==> src/rtl/lut_config_loader.sv <==
// Frame controller for a chain of lut config ports: loads host words into the chain,
// or reads the chain back non-destructively by recirculating it through itself.
module lut_config_loader #(
  parameter int CONFIG_WIDTH = 8,
  parameter int CHAIN_WORDS  = 2
) (
  input  logic                    config_clk,
  input  logic                    config_rst,
  input  logic                    start,
  input  logic                    readback,
  input  logic [CONFIG_WIDTH-1:0] s_data,
  input  logic                    s_valid,
  output logic                    s_ready,
  output logic [CONFIG_WIDTH-1:0] m_data,
  output logic                    m_valid,
  input  logic                    m_ready,
  output logic                    chain_en,
  output logic [CONFIG_WIDTH-1:0] chain_din,
  input  logic [CONFIG_WIDTH-1:0] chain_dout,
  output logic                    busy,
  output logic                    done
);

  localparam int CNT_W = (CHAIN_WORDS > 1) ? $clog2(CHAIN_WORDS) : 1;
  localparam logic [CNT_W-1:0] LAST_WORD = CNT_W'(CHAIN_WORDS - 1);

  typedef enum logic [1:0] {
    IDLE = 2'd0,
    LOAD = 2'd1,
    READ = 2'd2,
    DONE = 2'd3
  } state_t;

  state_t           state_reg, state_next;
  logic [CNT_W-1:0] count_reg, count_next;

  always_ff @(posedge config_clk) begin
    if (config_rst) begin
      state_reg <= IDLE;
      count_reg <= '0;
    end else begin
      state_reg <= state_next;
      count_reg <= count_next;
    end
  end

  // Every chain shift is tied to a handshake, so stalls never disturb chain contents.
  always_comb begin
    state_next = state_reg;
    count_next = count_reg;
    s_ready    = 1'b0;
    m_valid    = 1'b0;
    m_data     = '0;
    chain_en   = 1'b0;
    chain_din  = '0;
    busy       = 1'b0;
    done       = 1'b0;

    case (state_reg)
      IDLE: begin
        count_next = '0;
        if (start) begin
          state_next = LOAD;
        end else if (readback) begin
          state_next = READ;
        end
      end

      LOAD: begin
        busy    = 1'b1;
        s_ready = 1'b1;
        if (s_valid) begin
          chain_en  = 1'b1;
          chain_din = s_data;
          if (count_reg == LAST_WORD) begin
            count_next = '0;
            state_next = DONE;
          end else begin
            count_next = count_reg + 1'b1;
          end
        end
      end

      READ: begin
        busy    = 1'b1;
        m_valid = 1'b1;
        m_data  = chain_dout;
        // Recirculate the word being handed out so the chain ends where it started.
        if (m_ready) begin
          chain_en  = 1'b1;
          chain_din = chain_dout;
          if (count_reg == LAST_WORD) begin
            count_next = '0;
            state_next = DONE;
          end else begin
            count_next = count_reg + 1'b1;
          end
        end
      end

      DONE: begin
        done       = 1'b1;
        state_next = IDLE;
      end

      default: begin
        state_next = IDLE;
      end
    endcase
  end

endmodule

==> config.mk <==
export PLATFORM = sky130hd
export DESIGN_NAME = lut_config_loader
export DESIGN_NICKNAME = d
export VERILOG_FILES = /design/src/rtl/lut_config_loader.sv
export SDC_FILE = /design/constraint.sdc
export NUM_CORES = 1
export LEC_CHECK = 0
export CORE_MARGIN = 4
export CORE_UTILIZATION = 27
export CTS_CLUSTER_DIAMETER = 30
export DETAILED_ROUTE_END_ITERATION = 8
export GPL_ROUTABILITY_DRIVEN = 1
export MAX_ROUTING_LAYER = met4
export PLACE_DENSITY = 0.74
export SYNTH_ARGS = -nofsm -noshare
export SYNTH_HDL_FRONTEND = slang
export SYNTH_SLANG_ARGS = --single-unit
==> constraint.sdc <==
create_clock -name config_clk -period 1.7 [get_ports config_clk]
set_clock_uncertainty 0.05 [all_clocks]
set_input_delay 0.17 -clock config_clk [delete_from_list [all_inputs] [get_ports config_clk]]
set_output_delay 0.17 -clock config_clk [all_outputs]
set_load 0.05 [all_outputs]
# Word-level counts from Yosys, hierarchy flattened
# Cells that the tools add are included.
word_totals:
  regBits: 3
  elab_cells: 35
classes:
  reduce_logical: 5
  eq_ne: 6
  addsub: 1
  mux: 21
op_table:
  columns: ["operator", "count"]
  rows:
  - ["$mux W8", 3]
  - ["$pmux W8 S2", 1]
  - ["$mux W2", 5]
  - ["$mux W1", 9]
  - ["$pmux W2 S4", 1]
  - ["$reduce_and A3 Y1", 2]
  - ["$eq A2 B2 Y1 const B", 2]
  - ["$ne A2 B2 Y1 const B", 2]
  - ["$ne A3 B3 Y1 const B", 1]
  - ["$pmux W1 S3", 1]
  - ["$reduce_bool A3 Y1", 1]
  - ["$eq A2 B1 Y1 const B", 1]
  - ["$logic_not A2 Y1", 1]
  - ["$pmux W1 S2", 1]
  - ["$reduce_or A2 Y1", 1]
  - ["$add A1 B1 Y1 const B", 1]

# Logic depth before layout (Yosys ltp)
logic_depth:
  word_depth: 4
  mapped_depth: 6
  mapped_depth_nobuf: 5

# Worst setup path after synthesis
# No wires, ideal clock.
synth_path:
  kind: "register to output"
  start: "reg state_reg[0]"
  end: "out chain_din[7]"
  stages_incl_launch_ff: 6
  t_arrival_ps: 2317
  slack_ps: -837
  required_ps: 1480
  path_cell_list: "dfxtp_1 > inv_1 > ha_1 > and2_2 > a22oi_1 > nor2b_1"
synth_via:
  elab_chain_len: 2
  word_cells_on_any_way: 3
  classes_between: "eq/ne: 2; mux: 1"
synth_lines:
  columns: ["item", "line_no", "source"]
  rows:
  - ["start, declared", "34", "state_t state_reg, state_next;"]
  - ["start signal, assigned", "42", "state_reg <= state_next;"]
  - ["$eq A2 B2 Y1 / $eq A2 B1 Y1 (equally long branches)", "59", "case (state_reg)"]
  - ["$pmux W8 S2 *", "59", null]
  - ["end, declared", "18", "output logic [CONFIG_WIDTH-1:0] chain_din,"]
# Mark *: on every way between the ends. The rest lies on a longest branch, timed or not.

# Final worst setup path
layout_path:
  start: "reg state_reg[0]"
  end: "reg state_reg[0]"
layout_via:
  elab_chain_len: 3
  word_cells_on_any_way: 12
  classes_between: "eq/ne: 6; mux: 4; reduce/logical: 2"
layout_lines:
  columns: ["item", "line_no"]
  rows:
  - ["$eq A2 B2 Y1 (tied with other cells)", "59"]
  - ["$ne A2 B2 Y1 (no line) (tied with other cells)", null]
  - ["$reduce_and A3 Y1 (no line) / $pmux W2 S4 (equally long branches)", null]
# Several ways; a longest one is shown, not always the timed one. The select of a mux whose other input is x is not followed.
# A chain may end at the register's enable or synchronous reset.

==> results_dict.tcl <==
set metrics [dict create \
    drive_gt1_frac 0.6698 \
    final_net_count 135 \
    fmax_ghz 0.5889 \
    coreArea_mm2 0.001594 \
    worstSetupPathType "reg -> reg" \
    row_count 14 \
    min-delay-start "state_reg[0]$_SDFFE_PP0P_" \
    max_slew_margin 0.7509 \
    r2r-start "state_reg[0]$_SDFFE_PP0P_" \
    ys_seq_elements 3 \
    postSynthCellCount 57 \
    hold_class "reg -> reg" \
    yosysWarnings 0 \
    gp_congestion 0.7553 \
    r2r-end "state_reg[0]$_SDFFE_PP0P_" \
    clockBufferDepth 2 \
    clkTransAtPathRegs_ns 0.04 \
    leakagePower_nw 0.5151 \
    cts_tree "yes" \
    r2r_cells 5 \
    status "completed" \
    syn_area_per_cell_um2 8.363 \
    hold_depth 2 \
    grt_remaining_overflow 0 \
    start_util 0.2991 \
    dp_cells 124 \
    drt_iter0_markers 5 \
    crit_chain "inv_6 -> ha_4 -> nor2b_4 -> or4_4 -> a221oi_2" \
    grt_pass1_vias 634 \
    firstDrtPassIters 4 \
    r2r_slack_ns 0.002 \
    holdBufCountCts 0 \
    drv_slew 0 \
    hold_ws_ns 0.5015 \
    path_buf_inv 1 \
    die_w_um 50.02 \
    endpoint_kind "flip-flop" \
    root_buffer "clkbuf_4" \
    htreeDepth 1 \
    rsz0062_at_grt "yes" \
    powerDensity_mw_per_mm2 1799 \
    post-route-min-period_ns 1.698 \
    critPathTopFamily "simple AND/OR/NAND/NOR gates" \
    final_antenna_net_count 0 \
    grt_max_degree 13 \
    hold_viol_final 0 \
    area_delta_synth_final_pct 190.3 \
    num_antenna_cells 0 \
    peakVddDrop_v 0.001384 \
    yosysSeqAreaShare 0.1260 \
    die_h_um 50.02 \
    portBuffers 42 \
    routed_wl_mm 2.013 \
    largest_reg_flops 2 \
    viasPerCell 4.831 \
    num_io_pins 43 \
    clock_latency_ns 0.23 \
    post_drt_wl_per_cell_um 15.48 \
    setup_viol 0 \
    die_area_mm2 0.002502 \
    grt_pass1_wl_mm 3.318 \
    dp_hpwl_mm 1.763 \
    drv_cap 0 \
    worstHoldEndpoint "state_reg[0]$_SDFFE_PP0P_" \
    syn_nets 85 \
    synth_cell_types 21 \
    synthesis.area_um2 476.7 \
    cpMaxStageDelayCell "or4_4" \
    cts.sinks 3 \
    max_stage_delay_ns 0.53 \
    total_power_mw 2.489 \
    crit_required_ns 1.79 \
    drc 0 \
    gr-usage-all-layers 0.1804 \
    path_max_fanout 11 \
    antenna_found_initial 0 \
    worstSetupStartpointType "flip-flop" \
    vias 628 \
    setup_tns_ns 0 \
    fin_crit_sh 0.9989 \
    cp.arrival_ns 1.79 \
    worstMarginPinSlew_ns 0.3705 \
    stdcell_count 130 \
    cts-buffers-inserted 3 \
    finalCoreUtilization 0.8681 \
]
-- worst min-delay path, delay by kind of cell (launching register included) --
kind	cells	cell delay [ns]
DFF	1	0.37
AOI/OAI and AO/OA	1	0.06
buffers and inverters	1	0.08
-- what timing repair did --
| action | in CTS | in global routing |
|---|---|---|
| buffers inserted | 1 | 1 |
| setup endpoints to repair | 10 | 10 |
| pin swaps | 12 | 2 |
| gates resized for setup | 12 | 5 |
| gates cloned | 0 | 0 |
-- layer usage --
layer  share of wire  global-route usage  routed length, um
met5               0                   -                  0
met2            0.54              0.3130               1084
met1            0.39              0.2125                788
met3           0.070             0.02410                140
met4               0             0.05530                  0
-- cell usage after synthesis --
| cell type | instances | share of area |
|---|---|---|
| nor2b_1 | 11 | 0.14 |
| a22oi_1 | 10 | 0.16 |
| and2_2 | 8 | 0.13 |
| ha_1 | 6 | 0.16 |
| dfxtp_1 | 3 | 0.13 |
| a21oi_1 | 2 | 0.021 |
| clkbuf_1 | 2 | 0.016 |
| inv_1 | 2 | 0.016 |
| a221oi_2 | 1 | 0.031 |
| and2_1 | 1 | 0.013 |
| buf_6 | 1 | 0.024 |
| mux2i_1 | 1 | 0.021 |
| nand2_1 | 1 | 0.0079 |
| nand2b_1 | 1 | 0.013 |
| nor2b_4 | 1 | 0.029 |
| nor3_1 | 1 | 0.010 |
| nor3b_1 | 1 | 0.016 |
| o21ai_0 | 1 | 0.010 |
| o31ai_1 | 1 | 0.016 |
| or4_4 | 1 | 0.024 |
| or4b_2 | 1 | 0.021 |
-- layout make-up --
cell class / instances / area (um^2)
Multi-Input combinational cell: 49 / 575.6
Sequential cell: 3 / 67.56
Timing Repair Buffer: 48 / 666.9
Tap cell: 24 / 30.03
Clock buffer: 4 / 26.28
Fill cell: 87 / 210.2
Inverter: 2 / 17.52
-- where the power goes --
group          switching [mW]  internal (mW)
combinational            1.04           1.14
clock                  0.0354         0.0878
sequential             0.0686          0.119
total                    1.14           1.35
-- worst max path at each step --
stage                                          from                         to  slack, ns  cells past startpoint
after global routing      state_reg[0]$_SDFFE_PP0P_  state_reg[0]$_SDFFE_PP0P_      -0.08                      5
after floorplan           state_reg[1]$_SDFFE_PP0P_               chain_din[5]    0.00002                      6
after global placement                      s_valid               chain_din[6]       0.02                      5
after CTS                 state_reg[0]$_SDFFE_PP0P_  state_reg[0]$_SDFFE_PP0P_      -0.01                      5
after detailed placement  state_reg[1]$_SDFFE_PP0P_     count_reg$_SDFFE_PP0P_      -0.02                      6
final                     state_reg[0]$_SDFFE_PP0P_  state_reg[0]$_SDFFE_PP0P_      0.002                      5
-- metrics by stage --
stage / setup WS [ns] / instance area, um^2
6_report: 0.001884 / 1384
5_1_grt: -0.07562 / 1384
4_1_cts: -0.01361 / 1359
3_5_place_dp: -0.02233 / 1275
3_3_place_gp: 0.02047 / 1275
2_1_floorplan: 0.00002109 / 615.6
-- layout by cell type (no fill, tap or decap), types with 3 or more instances in the layout --
master / instances
ha_4: 3
and2_4: 9
clkdlybuf4s50_1: 21
clkbuf_4: 3
a22oi_2: 8
buf_12: 20
nor2b_4: 11
buf_4: 6
-- cell families (layout without fill, tap and decap cells) --
logic type / after synthesis / count (layout) / share of synthesized area
simple gates: 27 / 27 / 0.4042
flops: 3 / 3 / 0.1260
buf+inv: 5 / 54 / 0.05513
mux: 1 / 1 / 0.02100
fa+ha+maj: 6 / 6 / 0.1575
compound gates: 15 / 15 / 0.2362
No activity file was read; power rests on OpenSTA's default activity.
